<file path="src/rtl/stopwatch.sv">
// Count-up BCD MM:SS stopwatch with start/stop, clear and lap capture from raw button levels.
// Latency: button edge acts on the first clk edge it is sampled; outputs are registered (1 edge).
// Backpressure: none; free-running, the display mux samples outputs whenever it likes.
//
// Ports:
//   clk, rst            system clock, asynchronous active-high reset
//   enable_mode         stopwatch mode selected; low stops the watch and masks buttons
//   btn_start/lap/clear raw button levels, rising edges detected internally
//   sw_*                live elapsed time, BCD digits
//   lap_*               last captured lap, BCD digits
//   lap_valid/count     lap captured since clear / number of laps (saturating at 15)
//   running, overflow   counting / sticky 99:59 saturation
//
// Optional feature: define STOPWATCH_WRAP_EN to wrap 99:59 -> 00:00 and keep running
// instead of saturating with a sticky overflow.
module stopwatch #(
  parameter int unsigned CLK_FREQ = 1000
) (
  input  logic       clk,
  input  logic       rst,
  input  logic       enable_mode,
  input  logic       btn_start,
  input  logic       btn_lap,
  input  logic       btn_clear,
  output logic [3:0] sw_m10,
  output logic [3:0] sw_m1,
  output logic [3:0] sw_s10,
  output logic [3:0] sw_s1,
  output logic [3:0] lap_m10,
  output logic [3:0] lap_m1,
  output logic [3:0] lap_s10,
  output logic [3:0] lap_s1,
  output logic       lap_valid,
  output logic [3:0] lap_count,
  output logic       running,
  output logic       overflow
);

  logic        prev_start_q, prev_lap_q, prev_clear_q;
  logic [31:0] cnt_q, cnt_d;
  logic [15:0] sw_q, sw_d;    // {m10, m1, s10, s1}
  logic [15:0] lap_q, lap_d;
  logic        lap_valid_q, lap_valid_d;
  logic [3:0]  lap_count_q, lap_count_d;
  logic        running_q, running_d;
  logic        overflow_q, overflow_d;

  logic start_p, lap_p, clear_p, tick;

  // Buttons are masked by mode here; the history registers still sample every
  // cycle so a button held across a mode switch never produces a late pulse.
  assign start_p = enable_mode & btn_start & ~prev_start_q;
  assign lap_p   = enable_mode & btn_lap   & ~prev_lap_q;
  assign clear_p = enable_mode & btn_clear & ~prev_clear_q;
  assign tick    = running_q && (cnt_q == 32'(CLK_FREQ - 1));

  always_comb begin
    cnt_d       = cnt_q;
    sw_d        = sw_q;
    lap_d       = lap_q;
    lap_valid_d = lap_valid_q;
    lap_count_d = lap_count_q;
    running_d   = running_q;
    overflow_d  = overflow_q;

    if (!enable_mode) begin
      running_d = 1'b0;
    end else if (clear_p) begin
      cnt_d       = '0;
      sw_d        = '0;
      lap_d       = '0;
      lap_valid_d = 1'b0;
      lap_count_d = '0;
      running_d   = 1'b0;
      overflow_d  = 1'b0;
    end else begin
      // Prescaler keeps its fraction across stop/resume.
      if (running_q) cnt_d = tick ? '0 : cnt_q + 32'd1;

      // Lap captures the pre-increment value even on a tick edge.
      if (lap_p && running_q) begin
        lap_d       = sw_q;
        lap_valid_d = 1'b1;
        if (lap_count_q != 4'd15) lap_count_d = lap_count_q + 4'd1;
      end

      if (start_p && !overflow_q) running_d = ~running_q;

      // Tick follows the pre-edge running state, so a stop on the tick edge
      // still counts that second.
      if (tick) begin
        if (sw_q == 16'h9959) begin
`ifdef STOPWATCH_WRAP_EN
          sw_d = '0;
`else
          running_d  = 1'b0;
          overflow_d = 1'b1;
`endif
        end else if (sw_q[3:0] != 4'd9) begin
          sw_d[3:0] = sw_q[3:0] + 4'd1;
        end else begin
          sw_d[3:0] = 4'd0;
          if (sw_q[7:4] != 4'd5) begin
            sw_d[7:4] = sw_q[7:4] + 4'd1;
          end else begin
            sw_d[7:4] = 4'd0;
            if (sw_q[11:8] != 4'd9) begin
              sw_d[11:8] = sw_q[11:8] + 4'd1;
            end else begin
              sw_d[11:8]  = 4'd0;
              sw_d[15:12] = sw_q[15:12] + 4'd1;  // never 9 here: 99:59 handled above
            end
          end
        end
      end
    end
  end

  always_ff @(posedge clk or posedge rst) begin
    if (rst) begin
      prev_start_q <= 1'b0;
      prev_lap_q   <= 1'b0;
      prev_clear_q <= 1'b0;
      cnt_q        <= '0;
      sw_q         <= '0;
      lap_q        <= '0;
      lap_valid_q  <= 1'b0;
      lap_count_q  <= '0;
      running_q    <= 1'b0;
      overflow_q   <= 1'b0;
    end else begin
      prev_start_q <= btn_start;
      prev_lap_q   <= btn_lap;
      prev_clear_q <= btn_clear;
      cnt_q        <= cnt_d;
      sw_q         <= sw_d;
      lap_q        <= lap_d;
      lap_valid_q  <= lap_valid_d;
      lap_count_q  <= lap_count_d;
      running_q    <= running_d;
      overflow_q   <= overflow_d;
    end
  end

  assign {sw_m10, sw_m1, sw_s10, sw_s1}     = sw_q;
  assign {lap_m10, lap_m1, lap_s10, lap_s1} = lap_q;
  assign lap_valid = lap_valid_q;
  assign lap_count = lap_count_q;
  assign running   = running_q;
  assign overflow  = overflow_q;

endmodule

</file>
<file path="config.mk">
export PLATFORM = sky130hd
export DESIGN_NAME = stopwatch
export DESIGN_NICKNAME = d
export VERILOG_FILES = /design/src/rtl/stopwatch.sv
export SDC_FILE = /design/constraint.sdc
export NUM_CORES = 1
export LEC_CHECK = 0
export ABC_CLOCK_PERIOD_IN_PS = 2400
export BUFFER_PORTS_ARGS = -buffer_cell sky130_fd_sc_hd__buf_2
export CAP_MARGIN = 15
export CORE_MARGIN = 5
export CORE_UTILIZATION = 50
export DETAILED_ROUTE_END_ITERATION = 10
export PLACE_DENSITY_LB_ADDON = 0.12
export SLEW_MARGIN = 20
export SYNTH_ARGS = -nofsm -noshare
export SYNTH_HDL_FRONTEND = slang
export SYNTH_SLANG_ARGS = --single-unit
</file>
<file path="constraint.sdc">
create_clock -name clk -period 2.4 [get_ports clk]
set_clock_uncertainty 0.15 [all_clocks]
set_input_delay 0.12 -clock clk [delete_from_list [all_inputs] [get_ports clk]]
set_output_delay 0.12 -clock clk [all_outputs]
set_load 0.02 [all_outputs]
</file>
* After elaboration in Yosys (flattened, before gate mapping)
Cells that the tools add are included.
Operators by class: add/subtract/negate cells 6, equal/unequal tests 10, multiplexer cells 27, bitwise gates (word level) 10, reductions and logical operators 17
Operator list (count):
- $mux W32 | 3
- $mux W16 | 5
- $add A32 B1 Y32 const B | 1
- $eq A32 B10 Y1 const B | 1
- $mux W4 | 7
- $add A4 B1 Y4 const B | 5
- $eq A16 B16 Y1 const B | 1
- $mux W12 | 1
- $ne A4 B4 Y1 const B | 3
- $mux W1 | 10
- $reduce_bool A2 Y1 | 5
- $reduce_and A3 Y1 | 3
- $mux W8 | 1
- $ne A2 B2 Y1 const B | 4
- $and A1 B1 Y1 | 6
- $reduce_and A6 Y1 | 1
- $reduce_and A5 Y1 | 1
- $ne A4 B3 Y1 const B | 1
- $not A1 Y1 | 4
- $reduce_and A2 Y1 | 2
- $reduce_and A4 Y1 | 1
- $logic_and A1 B1 Y1 | 3
- $logic_not A1 Y1 | 1
Word-level totals: flip-flop bits (word level) 74, logic and storage cells 83

* Longest topological paths before layout
Gate-level depths: netlist of the first run.
word-level depth 8, mapped depth 8

* Worst setup path before layout of the first run
OpenSTA, ideal clock, no wires.
path kind register to register, start reg sw_q[0], end reg sw_q[11], arrival 2011 ps, required time 2123 ps, setup slack 111 ps, cell stages (with the launch flop) 8, period minus slack after synthesis 2289 ps, path through dfrtp_1 -> ha_1 -> nand3b_1 -> a211o_1 -> nor4_2 -> buf_6 -> a21oi_1 -> or2_2
On the way: cells in the longest elaborated chain, start to end 3, elaborated cells on any way between the ends 5
RTL lines:
- from (decl) | line 41 | logic [15:0] sw_q, sw_d;
- from (signal assigned) | line 136 | sw_q <= sw_d;
- $eq A16 B16 Y1 / $ne A4 B4 Y1 (equally long branches) | line 92, 99
- $ne A2 B2 Y1 (no source line)
- $reduce_and A5 Y1 (no source line) (*)
Every way passes the cells marked *; elsewhere a longest branch is shown, timed or not. A chain may end at the register's enable or synchronous reset.

* Worst setup path after layout of the first run
start reg sw_q[9], end reg sw_q[11]
On the way: cells in the longest elaborated chain, start to end 7, elaborated cells on any way between the ends 11
RTL lines:
- $add A4 B1 Y4 / $ne A4 B4 Y1 (equally long branches) | line 108, 107
- $mux W4 | line 107 | if (sw_q[11:8] != 4'd9) begin
- $mux W8 | line 103 | if (sw_q[7:4] != 4'd5) begin
- $mux W12 | line 99 | end else if (sw_q[3:0] != 4'd9) begin
- $mux W16 | line 92 | if (sw_q == 16'h9959) begin
- $mux W16 | line 91 | if (tick) begin
- $mux W16 | line 68 | end else if (clear_p) begin
Several ways; a longest one is shown, not always the timed one. The select of a mux whose other input is x is not followed.

==> impl_metrics.toml, run 1 <==
[setup_path]
cp_common_cell = "buf_4"
slowest_stage = "dfrtp_2"
cp.required_ns = 2.49
worst_path_dominant_cell_family = "simple AND/OR/NAND/NOR gates"
cp_max_fo = 6
cp_slowest_stage_delay_ns = 0.42
critPathLaunchType = "register"
cp-end-kind = "register"
path_buf_inv = 3
cp_data_arrival_time_ns = 2.40
setup.worst_path.class = "register to register"
worstPathCellList = "inv_2 -> ha_4 -> and3b_2 -> a211o_1 -> nor4_2 -> buf_4 -> buf_4 -> a21oi_1 -> or2_2"

[drt]
drt_iter0_drc = 152
ant_nets = 0
drc = 0
routed_via_density = 5.69
first_pass_iters = 5
via_count = 3322
wl_per_cell_um = 16.0
routed_wirelength_um = 9330

[power_and_ir_drop]
clockPowerShare = 0.424
p_switching_uw = 657
internal_power_uw = 1970
switching_share = 0.250
peakVddDrop_mv = 0.281
p_per_area_nw_per_um2 = 546
pwr-share-seq = 0.497
power_frac_comb = 0.079
p_leak_uw = 0.00236

[sta]
setup_viol = 0
timing.final.crit_share = 0.962
worst_pin_slew_ns = 0.644
setup_tns_ns = 0
hold_slack_ns = 0.0653
slew_headroom = 0.570
drv_slew = 0
max_freq_mhz = 433
hold_viol = 0
grt_setup_unrepaired = "yes"
period_needed_ns = 2.31
setup_ws_ns = 0.0905

[synthesis]
synth_flop_cell = "dfrtp_1"
ys_warn_count = 0
async_reset_ff_frac = 1.00
synth.distinct_cells = 55
synth_nets = 416
synth_area_um2 = 3950
ys_top_cells_by_area = "dfrtp_1, nor2_1, xor2_1"
synth_cells = 400
synth.largest_area_cell = "dfrtp_1"
yosys-top-cells-count = "dfrtp_1, nor2_1, nand2_1, xor2_1, nand3_1"
synth_edf_count = 0
synth_top_cell_area_share = 0.469
ys_ff_latch = 74
avgSynthCellArea_um2 = 9.88
synth_most_common_cell = "dfrtp_1"
yosysSeqAreaShare = 0.469

[layout]
fin_nets = 493
multi_input_comb_area_um2 = 1970
final_cell_count_no_fill = 584
drive_gt1_frac = 0.247
seq_area_um2 = 1860
n_fill_cell = 658
antenna_cells = 0
syn_to_final_growth_pct = 21.8

[global_route]
grt_start_max_net_pins = 32
grt_pass1_vias = 3235
grt_pass1_wl_um = 15800
grt_overflow_total = 0
track_usage = 0.196
antenna_found_initial = 0

[floorplanning]
die_area_um2 = 9780
coreArea_um2 = 7730
ios = 45
dieHeight_um = 98.9
start_util = 0.511
std_cell_rows = 32
die_w_um = 98.9

[placed_design]
dpl.cell_count = 552
portBuffers = 44
gp_congestion = 0.809
hpwl_um = 6410
pre_cts_slack_ns = 0.192

[clock_network]
clock-root-buffer = "clkbuf_8"
cts_tree = "done"
ctsHtreeMaxLevel = 3
clock_sinks = 74
cts_buffers = 9
insertion_delay_ns = 0.35
ctsLongestPathBuffers = 2
cts.clk_slew.worst_paths_ns = 0.09

[worst_hold_path]
min_path_type = "input pin to register"

[outcome]
status = "completed"

[flow_run]
maxCapViolCount = 0
cells by family after synthesis:
kind of cell,share of synthesized area
AOI/OAI and AO/OA,0.131
and+or+nand+nor,0.246
muxes,0.00538
adders and majority gates,0.0317
xor gates and xnor gates,0.0732
DFF,0.469
buffers and inverters,0.0437
worst paths after layout:
kind                       depth (start not counted)                   from  slack (ns)                       end
setup / recovery                                   9    sw_q[9]$_DFFE_PP0P_        0.09      sw_q[11]$_DFFE_PP0P_
hold / removal                                     3            enable_mode        0.07      overflow$_DFFE_PP0P_
min in group asynchronous                          3                    rst        0.24  lap_count[1]$_DFFE_PP0P_
setup reg to reg                                   9    sw_q[9]$_DFFE_PP0P_        0.09      sw_q[11]$_DFFE_PP0P_
max in group asynchronous                          4                    rst        1.11      sw_q[13]$_DFFE_PP0P_
hold reg to reg                                    1  lap_q[15]$_DFFE_PP0P_        0.35     lap_q[15]$_DFFE_PP0P_
sequential cells by signal, indices dropped and copies added (netlist names):
name / count
cnt_q: 32
lap_count: 4
lap_q: 16
lap_valid: 1
overflow: 1
prev_clear_q: 1
prev_lap_q: 1
prev_start_q: 1
running: 1
sw_q: 16
cells in the final DEF (no fill, tap or decap), types with 16 or more instances in the layout:
cell type / n
nand4_1: 16
dfrtp_1: 71
a22o_1: 17
xor2_1: 21
nor2_1: 49
buf_4: 33
buf_2: 44
nand2_1: 34
nand3_1: 18
what timing repair did:
action / 4_1_cts / 5_1_grt
gates resized for setup: 0 / 18
buffers inserted: 0 / 12
hold endpoints to repair: 29 / 0
hold buffers: 4 / 0
setup endpoints to repair: 0 / 8
layout make-up:
class / count / area share
clock inverters: 6 / 0.0187
repair buffers: 87 / 0.123
inverters: 10 / 0.00780
clock buffers: 10 / 0.0286
well taps: 102 / 0.0265
multi-input cells: 295 / 0.410
flip-flops and latches: 74 / 0.386
stage by stage:
| stage | total power (uW) | instance area (um^2) | util |
|---|---|---|---|
| 5_1_grt | 2730 | 4810 | 0.623 |
| 3_3_place_gp | 1510 | 4390 | 0.568 |
| 6_report | 2630 | 4810 | 0.623 |
| 3_5_place_dp | 1520 | 4390 | 0.568 |
| 4_1_cts | 2620 | 4660 | 0.603 |
| 2_1_floorplan | 1450 | 3950 | - |
power by group through the flow:
stage	clock (uW)	sequential [uW]	combinational (uW)
after floorplan	0	1340	105
after global placement	0	1330	183
after detailed placement	0	1330	185
after CTS	1120	1310	191
after global routing	1190	1310	235
final	1110	1310	208
metal layers:
layer / wire length, um / GRT usage / up-vias
met5: 0 / 0 / -
met4: 117 / 0.0704 / 0
met3: 428 / 0.0347 / 10
met2: 4370 / 0.306 / 72
met1: 4420 / 0.275 / 1626
li1: - / - / 1614
tightest hold or removal path, stage by stage:
cell	delay [ns]
buf_2	0.21
a31oi_1	0.16
nor2_1	0.05
(Power assumes the default switching activity.)
==> run 2: changes to the inputs <==
--- a/config.mk
+++ b/config.mk
@@ -11,6 +11,7 @@
 export CORE_MARGIN = 5
 export CORE_UTILIZATION = 50
+export CTS_CLUSTER_DIAMETER = 80
 export DETAILED_ROUTE_END_ITERATION = 10
-export PLACE_DENSITY_LB_ADDON = 0.12
+export PLACE_DENSITY = 0.81
 export SLEW_MARGIN = 20
 export SYNTH_ARGS = -nofsm -noshare
--- a/constraint.sdc
+++ b/constraint.sdc
@@ -3,3 +3,3 @@
 set_input_delay 0.12 -clock clk [delete_from_list [all_inputs] [get_ports clk]]
 set_output_delay 0.12 -clock clk [all_outputs]
-set_load 0.02 [all_outputs]
+set_load 0.01 [all_outputs]
==> run 2 against run 1 <==
Against the previous run:
- die area unchanged
- combinational power decreased by 17%
- setup slack improved by 0.026 ns
- critical endpoint is now sw_q[15]$_DFFE_PP0P_
- largest power group unchanged
==> impl_metrics.toml, run 2 (same netlist as run 1, synthesis figures left out) <==
[global_route]
grt_pass1_wl_um = 15400
grt_overflow_total = 0
antenna_found_initial = 0
track_usage = 0.191
grt_pass1_vias = 3191
grt_start_max_net_pins = 32

[power_and_ir_drop]
p_per_area_nw_per_um2 = 564
p_leak_uw = 0.00228
clockPowerShare = 0.435
p_switching_uw = 631
peakVddDrop_mv = 0.286
switching_share = 0.241
power_frac_comb = 0.066
internal_power_uw = 1980
pwr-share-seq = 0.499

[setup_path]
cp-end-kind = "register"
cp.required_ns = 2.49
reg2reg_to = "sw_q[15]$_DFFE_PP0P_"
cp_slowest_stage_delay_ns = 0.43
worstPathCellList = "inv_1 -> ha_1 -> and3b_1 -> a211o_1 -> nor4_2 -> buf_4 -> a31oi_1 -> a211o_1"
critPathLaunchType = "register"
crit_start = "sw_q[13]$_DFFE_PP0P_"
path_buf_inv = 2
cp.depth = 8
cp_common_cell = "a211o_1"
crit_end = "sw_q[15]$_DFFE_PP0P_"
r2r_cells = 8
cp_data_arrival_time_ns = 2.37
cp_max_fo = 14
slowest_stage = "dfrtp_1"
setup.worst_path.class = "register to register"
r2r_slack_ns = 0.12
reg2reg_from = "sw_q[13]$_DFFE_PP0P_"
worst_path_dominant_cell_family = "compound AO/OA/AOI/OAI gates"

[placed_design]
hpwl_um = 6230
gp_congestion = 0.908
portBuffers = 44
placed_cell_area_um2 = 4350

[layout]
syn_to_final_growth_pct = 17.3
largest_register_ffs = 32
layout_commonest_cell = "dfrtp_1"
final_cell_area_um2 = 4630
fin_util = 0.600
antenna_cells = 0
max_flop_register = "cnt_q"
reg.largest.list = "cnt_q x32, lap_q x16, sw_q x16"
fin_nets = 477
seq_area_um2 = 1850
n_fill_cell = 628
drive_gt1_frac = 0.202
mostFrequentLayoutCells = "dfrtp_1, nor2_1, buf_2"
multi_input_comb_area_um2 = 1930

[sta]
drv_slew = 0
slew_headroom = 0.547
worst_pin_slew_ns = 0.679
max_freq_mhz = 438
hold_viol = 0
setup_tns_ns = 0
setup_viol = 0
hold_slack_ns = 0.0873
grt_setup_unrepaired = "no"
timing.final.crit_share = 0.951
period_needed_ns = 2.28

[clock_network]
cts.clk_slew.worst_paths_ns = 0.09
clock_sinks = 74
clock-root-buffer = "clkbuf_8"
ctsLongestPathBuffers = 2
post-cts-setup-buffers = 0
insertion_delay_ns = 0.36
cts_buffers = 9
ctsHtreeMaxLevel = 3
cts_tree = "done"

[floorplanning]
coreArea_um2 = 7730
start_util = 0.511
die_area_um2 = 9780
std_cell_rows = 32
ios = 45
dieHeight_um = 98.9
die_w_um = 98.9

[drt]
wl_per_cell_um = 16.0
routed_wirelength_um = 9110
drc = 0
drt_iter0_drc = 217
routed_via_density = 5.94
via_count = 3372
first_pass_iters = 5
ant_nets = 0

[flow_run]
maxCapViolCount = 0

[outcome]
status = "completed"

[worst_hold_path]
min_path_type = "input pin to register"
## run 2: power by group through the flow
| stage | combinational, uW | clock, uW | sequential [uW] |
|---|---|---|---|
| after global placement | 165 | 0 | 1330 |
| after global routing | 192 | 1220 | 1310 |
| after floorplan | 105 | 0 | 1330 |
| after CTS | 174 | 1160 | 1300 |
| after detailed placement | 169 | 0 | 1330 |
| final | 172 | 1140 | 1300 |
## run 2: tightest hold or removal path, stage by stage
cell     delay (ns)
buf_2          0.20
a31oi_1        0.18
nor2_1         0.05
## run 2: layout make-up
class | instances | share of cell area
sequential | 74 | 0.400
inverter | 10 | 0.00810
tap | 102 | 0.0275
timing repair buffer | 71 | 0.0961
clock buffer | 11 | 0.0327
clock inverter | 5 | 0.0184
multi-input combinational | 295 | 0.418
## run 2: per-stage QoR
stage / worst slack (ns) / total power, uW / instances
finish: 0.117 / 2610 / 568
global route: 0.00231 / 2720 / 568
CTS: 0.119 / 2630 / 568
detailed placement: 0.166 / 1500 / 548
global placement: 0.228 / 1490 / 548
floorplan: 0.186 / 1440 / 400
## run 2: timing repair
action                                  in CTS  in global routing
hold endpoints to repair                    25                  0
hold buffers                                 4                  0
resized for setup                            0                  1
endpoints found under the setup margin       0                  1
## run 2: per-layer routing
metal | vias up | share of wire | track usage
li1 | 1573 | - | -
met1 | 1648 | 0.44 | 0.249
met2 | 134 | 0.48 | 0.313
met3 | 17 | 0.069 | 0.0361
met4 | 0 | 0.020 | 0.0746
met5 | - | 0 | 0
## run 2: how the worst min path moves through the flow
stage           startpoint                endpoint  slack (ns)  cells after the start
3_3_place_gp           rst    prev_lap_q$_DFF_PP0_        0.02                      2
6_report       enable_mode    overflow$_DFFE_PP0P_        0.09                      3
3_5_place_dp           rst    prev_lap_q$_DFF_PP0_        0.02                      2
2_1_floorplan    btn_clear  prev_clear_q$_DFF_PP0_       0.001                      0
5_1_grt        enable_mode     sw_q[9]$_DFFE_PP0P_         0.1                      3
4_1_cts        enable_mode    overflow$_DFFE_PP0P_        0.08                      3
